==> src/rtl/imem_boot_loader.sv <==
// imem_boot_loader
// Writes a length-prefixed, little-endian byte-stream program image into
// instruction memory through the mwa_i/mwd_i/mwr_i write port. The processor
// stays in reset (cpu_reset=1) until the whole image has been written.
//
// Optional feature macro: BOOT_CHECKSUM_EN
//   When defined, a trailing 32-bit XOR checksum word follows the data.
//   This word is also sent when N == 0. A CHK state compares the word against
//   the XOR of all data words. A match goes to DONE; a mismatch goes to ERR.
//
// Handshake: a byte transfers on a rising edge where in_valid && in_ready.
// in_ready is a register. It is 1 in every collecting state, and the loader
// never applies back-pressure mid-image. The producer may hold in_valid
// across cycles freely. in_data is sampled only when the transfer happens.
module imem_boot_loader #(
    parameter logic [31:0] BASE_ADDR = 32'h0000_0000,
    parameter logic [31:0] ADDR_STEP = 32'd4,
    parameter int unsigned MAX_WORDS = 256
) (
    input  logic        clock,
    input  logic        reset,
    input  logic [7:0]  in_data,
    input  logic        in_valid,
    output logic        in_ready,
    input  logic        boot_start,
    output logic [31:0] mwa_i,
    output logic [31:0] mwd_i,
    output logic        mwr_i,
    output logic        cpu_reset,
    output logic        done,
    output logic        error,
    output logic [2:0]  o_dbg_state
);

    // Word index / length width: large enough to hold MAX_WORDS itself.
    localparam int unsigned KW = $clog2(MAX_WORDS + 1);

    typedef enum logic [2:0] {
        ST_LEN  = 3'd0,
        ST_DATA = 3'd1,
`ifdef BOOT_CHECKSUM_EN
        ST_CHK  = 3'd2,
`endif
        ST_DONE = 3'd3,
        ST_ERR  = 3'd4
    } state_t;

    state_t       r_state;
    state_t       w_state_nxt;

    logic [1:0]   r_byte_cnt;
    logic [23:0]  r_buf;
    logic [KW-1:0] r_len;
    logic [KW-1:0] r_k;
    logic [31:0]  r_addr;
    logic         r_fin;
    logic         r_in_ready;
    logic [31:0]  r_mwa;
    logic [31:0]  r_mwd;
    logic         r_mwr;
    logic         r_cpu_reset;
    logic         r_done;
    logic         r_error;
`ifdef BOOT_CHECKSUM_EN
    logic [31:0]  r_chk;
`endif

    logic         w_accept;
    logic         w_word_end;
    logic [31:0]  w_word;
    logic         w_len_zero;
    logic         w_len_big;
    logic         w_last_word;
    logic         w_wr;
    logic         w_fin_set;
    logic         w_restart;
    logic         w_in_ready_nxt;

    assign w_accept    = in_valid && r_in_ready;
    assign w_word_end  = w_accept && (r_byte_cnt == 2'd3);
    // Byte 3 arrives live; bytes 0..2 are already buffered.
    assign w_word      = {in_data, r_buf};
    assign w_len_zero  = (w_word == 32'd0);
    assign w_len_big   = (w_word > 32'(MAX_WORDS));
    assign w_last_word = (r_k == (r_len - KW'(1)));

    // State register.
    always_ff @(posedge clock or negedge reset) begin
        if (!reset) begin
            r_state <= ST_LEN;
        end else begin
            r_state <= w_state_nxt;
        end
    end

    // Next-state logic, write strobe request and restart detection.
    // Without a checksum, the last data word raises r_fin for one cycle while
    // its write is on the port. DONE follows one edge later, so done rises
    // one cycle after the final mwr_i pulse.
    always_comb begin
        w_state_nxt = r_state;
        w_wr        = 1'b0;
        w_fin_set   = 1'b0;
        w_restart   = 1'b0;
        case (r_state)
            ST_LEN: begin
                if (w_word_end) begin
                    if (w_len_zero) begin
`ifdef BOOT_CHECKSUM_EN
                        w_state_nxt = ST_CHK;
`else
                        w_state_nxt = ST_DONE;
`endif
                    end else if (w_len_big) begin
                        w_state_nxt = ST_ERR;
                    end else begin
                        w_state_nxt = ST_DATA;
                    end
                end
            end
            ST_DATA: begin
                if (r_fin) begin
                    w_state_nxt = ST_DONE;
                end else if (w_word_end) begin
                    w_wr = 1'b1;
                    if (w_last_word) begin
`ifdef BOOT_CHECKSUM_EN
                        w_state_nxt = ST_CHK;
`else
                        w_fin_set   = 1'b1;
`endif
                    end
                end
            end
`ifdef BOOT_CHECKSUM_EN
            ST_CHK: begin
                if (w_word_end) begin
                    w_state_nxt = (w_word == r_chk) ? ST_DONE : ST_ERR;
                end
            end
`endif
            ST_DONE, ST_ERR: begin
                if (boot_start) begin
                    w_restart   = 1'b1;
                    w_state_nxt = ST_LEN;
                end
            end
            default: begin
                w_state_nxt = ST_LEN;
            end
        endcase
    end

    // in_ready is open in every collecting state. It closes as soon as the
    // final data byte has been taken.
    always_comb begin
        w_in_ready_nxt = 1'b0;
        if ((w_state_nxt == ST_LEN) || (w_state_nxt == ST_DATA)) begin
            w_in_ready_nxt = !w_fin_set;
        end
`ifdef BOOT_CHECKSUM_EN
        if (w_state_nxt == ST_CHK) begin
            w_in_ready_nxt = 1'b1;
        end
`endif
    end

    // Registered status outputs, aligned with the state they describe.
    always_ff @(posedge clock or negedge reset) begin
        if (!reset) begin
            r_in_ready  <= 1'b0;
            r_cpu_reset <= 1'b1;
            r_done      <= 1'b0;
            r_error     <= 1'b0;
        end else begin
            r_in_ready  <= w_in_ready_nxt;
            r_cpu_reset <= (w_state_nxt != ST_DONE);
            r_done      <= (w_state_nxt == ST_DONE);
            r_error     <= (w_state_nxt == ST_ERR);
        end
    end

    // Byte counter and little-endian byte assembly buffer.
    always_ff @(posedge clock or negedge reset) begin
        if (!reset) begin
            r_byte_cnt <= 2'd0;
            r_buf      <= 24'd0;
        end else if (w_restart) begin
            r_byte_cnt <= 2'd0;
        end else if (w_accept) begin
            r_byte_cnt <= r_byte_cnt + 2'd1;
            case (r_byte_cnt)
                2'd0:    r_buf[7:0]   <= in_data;
                2'd1:    r_buf[15:8]  <= in_data;
                2'd2:    r_buf[23:16] <= in_data;
                default: r_buf        <= r_buf;
            endcase
        end
    end

    // Image length, word index and running write address.
    always_ff @(posedge clock or negedge reset) begin
        if (!reset) begin
            r_len  <= '0;
            r_k    <= '0;
            r_addr <= BASE_ADDR;
            r_fin  <= 1'b0;
        end else begin
            r_fin <= w_fin_set;
            if (w_restart) begin
                r_k    <= '0;
                r_addr <= BASE_ADDR;
            end else if ((r_state == ST_LEN) && w_word_end) begin
                r_len  <= w_word[KW-1:0];
                r_k    <= '0;
                r_addr <= BASE_ADDR;
            end else if (w_wr) begin
                r_k    <= r_k + KW'(1);
                r_addr <= r_addr + ADDR_STEP;
            end
        end
    end

    // Memory write port: address/data hold until the next write, and the
    // strobe lasts one cycle.
    always_ff @(posedge clock or negedge reset) begin
        if (!reset) begin
            r_mwa <= BASE_ADDR;
            r_mwd <= 32'd0;
            r_mwr <= 1'b0;
        end else begin
            r_mwr <= w_wr;
            if (w_wr) begin
                r_mwa <= r_addr;
                r_mwd <= w_word;
            end
        end
    end

`ifdef BOOT_CHECKSUM_EN
    // Running XOR of the data words, seeded with 0 for each image.
    always_ff @(posedge clock or negedge reset) begin
        if (!reset) begin
            r_chk <= 32'd0;
        end else if ((r_state == ST_LEN) && w_word_end) begin
            r_chk <= 32'd0;
        end else if (w_wr) begin
            r_chk <= r_chk ^ w_word;
        end
    end
`endif

    assign in_ready    = r_in_ready;
    assign mwa_i       = r_mwa;
    assign mwd_i       = r_mwd;
    assign mwr_i       = r_mwr;
    assign cpu_reset   = r_cpu_reset;
    assign done        = r_done;
    assign error       = r_error;
    assign o_dbg_state = r_state;

endmodule

==> config.mk <==
export PLATFORM = sky130hd
export DESIGN_NAME = imem_boot_loader
export DESIGN_NICKNAME = d
export VERILOG_FILES = /design/src/rtl/imem_boot_loader.sv
export SDC_FILE = /design/constraint.sdc
export NUM_CORES = 1
export LEC_CHECK = 0
export ABC_AREA = 1
export ABC_CLOCK_PERIOD_IN_PS = 5000
export CAP_MARGIN = 40
export CORE_UTILIZATION = 30
export CTS_CLUSTER_SIZE = 24
export DETAILED_ROUTE_END_ITERATION = 8
export PLACE_DENSITY = 0.49
export SLEW_MARGIN = 30
export SYNTH_ARGS = -nofsm -noshare
export SYNTH_HDL_FRONTEND = slang
export SYNTH_SLANG_ARGS = --single-unit
==> constraint.sdc <==
create_clock -name clock -period 5 [get_ports clock]
set_input_delay 1 -clock clock [delete_from_list [all_inputs] [get_ports clock]]
set_output_delay 1 -clock clock [all_outputs]
set_load 0.005 [all_outputs]
==> results.json, run 1 <==
{
  "io_pins": 84,
  "wl_per_cell_um": 14.1,
  "wl_um": 16900,
  "power.internal_uw": 2940,
  "rsz0062_at_grt": "no",
  "cts_made_buffers": 17,
  "hold_viol": 0,
  "place_congestion": 0.811,
  "period_share_pct": 58.4,
  "drt_first_pass_iters": 5,
  "insertion_delay_ps": 420,
  "crit_path_max_fanout": 70,
  "first_global_vias": 5409,
  "clk_pin_slew_ps": 60,
  "swShare_pct": 33.2,
  "start_util_pct": 30.7,
  "p_switching_uw": 1460,
  "ys_warn_count": 0,
  "drv_slew": 0,
  "worst_pin_slew_ps": 661,
  "port_buffers": 81,
  "cp_data_required_time_ps": 5310,
  "initialDrtViolationCount": 272,
  "drc": 0,
  "p_comb_share_pct": 28.2,
  "core_area_um2": 21800,
  "ys_types": 38,
  "grt_pass1_wl_um": 28100,
  "p_clk_share_pct": 30.6,
  "post_cts_buffers": 0,
  "drive_gt1_share_pct": 6.11,
  "seqPwrFrac_pct": 41.3,
  "status": "finished, final reports clean",
  "avgSynthCellArea_um2": 8.11,
  "leakagePower_uw": 0.00407,
  "die_w_um": 151,
  "total_power_uw": 4390,
  "syn_area_um2": 6690,
  "cts_tree": "done",
  "vdd_ir_drop_max_mv": 0.283,
  "cts-hold-fix-buffers": 0,
  "diodes": 0,
  "start_kind": "input pin",
  "die-area_um2": 22900,
  "synth_cells": 825,
  "antenna_found_initial": 0,
  "holdWs_ps": 423,
  "crit_arrival_ps": 3230,
  "worstSetupEndpointType": "flop",
  "syn_to_final_growth_pct": 25.6,
  "period_needed_ps": 2920,
  "viasPerCell": 4.55,
  "die_h_um": 151,
  "critPathKind": "in -> reg",
  "ctsResizeCount": 0,
  "hp-class": "in -> async",
  "rows": 54,
  "dp_hpwl_um": 11800,
  "vias": 5442,
  "ys_ff_latch": 145,
  "grt_max_degree": 71,
  "skew_ps": 9.30,
  "setup_tns_ps": 0,
  "max_freq_mhz": 343,
  "nets": 925,
  "cts.htree.levels": 4,
  "ant_nets": 0,
  "cts-root-buf": "clkbuf_16",
  "clkSinkCount": 145,
  "relSlewSlack_pct": 55.8,
  "yosysSeqAreaShare_pct": 54.3,
  "power_density_nw_per_um2": 523,
  "drv_cap": 0,
  "clockBufferDepth": 2,
  "setup_violations": 0,
  "grt_overflow_total": 0,
  "grt_usage_pct": 16.0
}
## per-layer routing
layer	wire length [um]	GRT usage (%)	vias up	part of all wire [%]
li1	-	-	2759	-
met2	7780	24.9	88	46
met3	558	3.37	19	3.3
met5	0	0	-	0
met1	8300	22.1	2576	49
met4	258	5.20	0	1.5
## cell families after synthesis
logic type,Yosys count,share of synthesized area (%)
buffers and inverters,117,7.20
DFF,145,54.3
adders and majority gates,7,1.31
and+or+nand+nor,427,26.8
other,1,0.0561
AOI/OAI and AO/OA,123,9.71
xor gates and xnor gates,5,0.655
## synth_stat cells, drive strengths merged
| master | n | share of area (%) |
|---|---|---|
| o21ai | 91 | 6.8 |
| buf | 18 | 1.6 |
| nor3 | 11 | 0.97 |
| conb | 1 | 0.056 |
| and3 | 1 | 0.094 |
| a21oi | 23 | 1.9 |
| and2 | 2 | 0.19 |
| o21bai | 2 | 0.22 |
| a211oi | 1 | 0.11 |
| dfstp | 1 | 0.39 |
| nor2 | 77 | 5.0 |
| a31oi | 2 | 0.19 |
| clkbuf | 7 | 0.39 |
| o211ai | 2 | 0.22 |
| xnor2 | 1 | 0.13 |
| inv | 92 | 5.2 |
| o21ba | 1 | 0.15 |
| dfrtp | 144 | 54 |
| a22oi | 1 | 0.11 |
| xor2 | 4 | 0.52 |
| nand4 | 9 | 0.84 |
| ha | 7 | 1.3 |
| nor3b | 1 | 0.11 |
| nand2 | 288 | 17 |
| nand3 | 38 | 3.1 |
## sequential cells by signal, indices dropped and copies added, names as in the netlist
register / flops
mwr_i: 1
cpu_reset: 1
r_addr: 30
r_buf: 24
r_byte_cnt: 2
mwd_i: 32
r_fin: 1
mwa_i: 30
done: 1
o_dbg_state: 3
in_ready: 1
error: 1
r_k: 9
r_len: 9
## power by group through the flow
stage / logic (uW) / registers [uW] / clock network, uW
2_1_floorplan: 739 / 1760 / 0
3_3_place_gp: 1250 / 1830 / 0
3_5_place_dp: 1260 / 1830 / 0
4_1_cts: 1260 / 1820 / 1370
5_1_grt: 1450 / 1870 / 1420
6_report: 1240 / 1810 / 1340
## through the flow
| stage | cells | utilization [%] | instance area [um^2] | setup slack [ps] |
|---|---|---|---|---|
| 5_1_grt | 1197 | 38.5 | 8400 | 1800 |
| 3_3_place_gp | 1166 | 35.5 | 7760 | 1640 |
| 4_1_cts | 1197 | 38.5 | 8400 | 2090 |
| 6_report | 1197 | 38.5 | 8400 | 2080 |
| 2_1_floorplan | 826 | - | 6690 | 2930 |
| 3_5_place_dp | 1167 | 35.7 | 7780 | 1620 |
## cell usage in the layout, fill, tap and decap left out, types with 5 or more instances in the layout
cell,count
nor2_4,5
ha_1,7
nand2_1,282
clkbuf_16,17
nand3_1,36
clkdlybuf4s50_1,80
a21oi_1,22
nor3_1,9
dfrtp_1,144
o21ai_0,88
nand4_1,9
inv_1,90
nor2_1,70
## worst max-delay path, cell delays in order
cell	delay, ps
clkdlybuf4s50_1	510
nand2_2	100
nor2_2	160
nand3_4	360
buf_4	460
nor3_1	280
nand2_1	100
o21ai_0	150
a21oi_1	50
## layout make-up
| cell class | count | area, um^2 |
|---|---|---|
| Sequential cell | 145 | 3630 |
| Tap cell | 280 | 350 |
| Clock inverter | 9 | 156 |
| Fill cell | 2234 | 13400 |
| Timing Repair Buffer | 86 | 870 |
| Clock buffer | 21 | 460 |
| Multi-Input combinational cell | 564 | 2590 |
| Inverter | 92 | 345 |
## worst paths after layout
kind                       slack [ps]       end           start  depth (start not counted)
max                              2080    r_k[6]        in_valid                          9
min                               420  mwa_i[2]           reset                          1
max reg2reg                      2530    r_k[6]  o_dbg_state[2]                          9
min reg2reg                       480  mwd_i[0]        mwd_i[0]                          2
max in group asynchronous        3470  r_buf[2]           reset                          3
min in group clock                480  mwd_i[0]        mwd_i[0]                          2
Power figures use the tool's default switching activity.
==> inputs of run 2 (changes only) <==
Settings changed: ABC_CLOCK_PERIOD_IN_PS 5000 to 2800.
Clock period 5 ns to 2.8 ns, I/O delays scaled along.
==> run 2 against run 1 <==
- largest power group unchanged
- largest cell class unchanged
- non-clock buffer count is 8 higher
- worst setup slack got worse by 1400 ps
- sequential share of layout area decreased by 0.32 points
- worst hold slack got worse by 300 ps
- clock-buffer cell count fell by 3
- highest routed layer unchanged
- wire length shrank 0.41%
==> results.json, run 2 (synthesized netlist as in run 1, its figures left out) <==
{
  "clockBufferDepth": 2,
  "wl_um": 16800,
  "start_kind": "input pin",
  "clkSinkCount": 145,
  "die-area_um2": 22900,
  "final_util_pct": 38.8,
  "clk_pin_slew_ps": 60,
  "crit_path_max_fanout": 11,
  "start_util_pct": 30.7,
  "viasPerCell": 4.53,
  "cts-root-buf": "clkbuf_16",
  "vias": 5469,
  "max_freq_mhz": 472,
  "diodes": 0,
  "leakagePower_uw": 0.00409,
  "reg2reg_depth": 11,
  "antenna_found_initial": 0,
  "die_w_um": 151,
  "max_stage_delay_ps": 510,
  "wl_per_cell_um": 14.0,
  "initialDrtViolationCount": 328,
  "cts-hold-fix-buffers": 0,
  "power_density_nw_per_um2": 920,
  "first_global_vias": 5477,
  "vdd_ir_drop_max_mv": 0.428,
  "die_h_um": 151,
  "drt_first_pass_iters": 4,
  "drive_gt1_share_pct": 7.24,
  "largest_register_ffs": 32,
  "relSlewSlack_pct": 59.8,
  "worstSetupEndpointType": "flop",
  "place_congestion": 0.815,
  "critPathLaunch": "in_valid",
  "grt_max_degree": 64,
  "period_needed_ps": 2120,
  "drv_slew": 0,
  "r2r_slack_ps": 810,
  "drc": 0,
  "final_common_cell": "nand2_1",
  "status": "finished, final reports clean",
  "reg2reg_from": "r_byte_cnt[0]",
  "syn_to_final_growth_pct": 26.5,
  "rsz0062_at_grt": "no",
  "layout_common_cells": "282 x nand2_1, 144 x dfrtp_1, 90 x inv_1",
  "ant_nets": 0,
  "core_area_um2": 21800,
  "crit_slowest_cell": "clkdlybuf4s50_1",
  "nets": 933,
  "period_share_pct": 75.7,
  "hold_viol": 0,
  "cts.htree.levels": 4,
  "critPathKind": "in -> reg",
  "cts_tree": "done",
  "cp_data_required_time_ps": 3110,
  "hp-class": "in -> async",
  "fin_area_um2": 8460,
  "setup_violations": 0,
  "r2r-end": "r_addr[23]",
  "worst_pin_slew_ps": 603,
  "drv_cap": 0,
  "ctsResizeCount": 0,
  "dp_hpwl_um": 11900,
  "cpMostUsedCell": "nand2_1",
  "cts_made_buffers": 17,
  "postPlaceCellArea_um2": 7860,
  "io_pins": 84,
  "crit_path_cell_trace": "clkdlybuf4s50_1 -> nand2_2 -> nor2_2 -> nand2_1 -> nor2_4 -> buf_12 -> nand2_1 -> o21ai_0 -> nand2_1 -> o21ai_1 -> inv_1",
  "port_buffers": 81,
  "cp-endpoint": "r_addr[23]",
  "post_cts_buffers": 0,
  "skew_ps": 7.93,
  "rows": 54,
  "setup_tns_ps": 0,
  "grt_usage_pct": 16.1,
  "total_power_uw": 7780,
  "grt_pass1_wl_um": 28300,
  "grt_overflow_total": 0,
  "crit_arrival_ps": 2430,
  "insertion_delay_ps": 420
}
==> run 2: worst min-delay path by stage <==
stage,from,depth (start not counted),slack (ps),endpoint
finish,reset,1,130,mwa_i[14]
global route,reset,1,170,mwa_i[8]
CTS,reset,1,150,mwa_i[12]
detailed placement,mwd_i[13],2,460,mwd_i[13]
global placement,mwd_i[17],2,470,mwd_i[17]
floorplan,reset,0,260,done
==> run 2: power by group <==
part	switching, uW	internal, uW	leakage (uW)
registers	514	2720	0.00193
clock network	904	1420	0.000288
logic	1220	1010	0.00188
total	2640	5150	0.00409
==> run 2: final cells by class <==
class / instances / area [um^2]
Clock buffer: 18 / 439
Timing Repair Buffer: 94 / 947
Tap cell: 280 / 350
Fill cell: 2241 / 13400
Inverter: 92 / 345
Sequential cell: 145 / 3630
Clock inverter: 13 / 163
Multi-Input combinational cell: 564 / 2590
==> run 2: routing by layer <==
layer / share of wire [%] / GRT usage, %
met1: 49 / 22.2
met4: 0.92 / 4.65
met2: 46 / 25.0
met3: 3.7 / 3.77
met5: 0 / 0
==> run 2: per-stage QoR <==
stage / hold slack (ps) / setup WS [ps] / std cells
2_1_floorplan: 264 / 1170 / 826
3_3_place_gp: 465 / 262 / 1175
3_5_place_dp: 465 / 223 / 1175
4_1_cts: 150 / 666 / 1206
5_1_grt: 170 / 501 / 1206
6_report: 128 / 679 / 1206
==> run 2: critical path: cells and delay by family <==
family	cells	cell delay (ps)
AO/OA/AOI/OAI	2	410
buffers and inverters	3	710
AND/OR/NAND/NOR	6	750
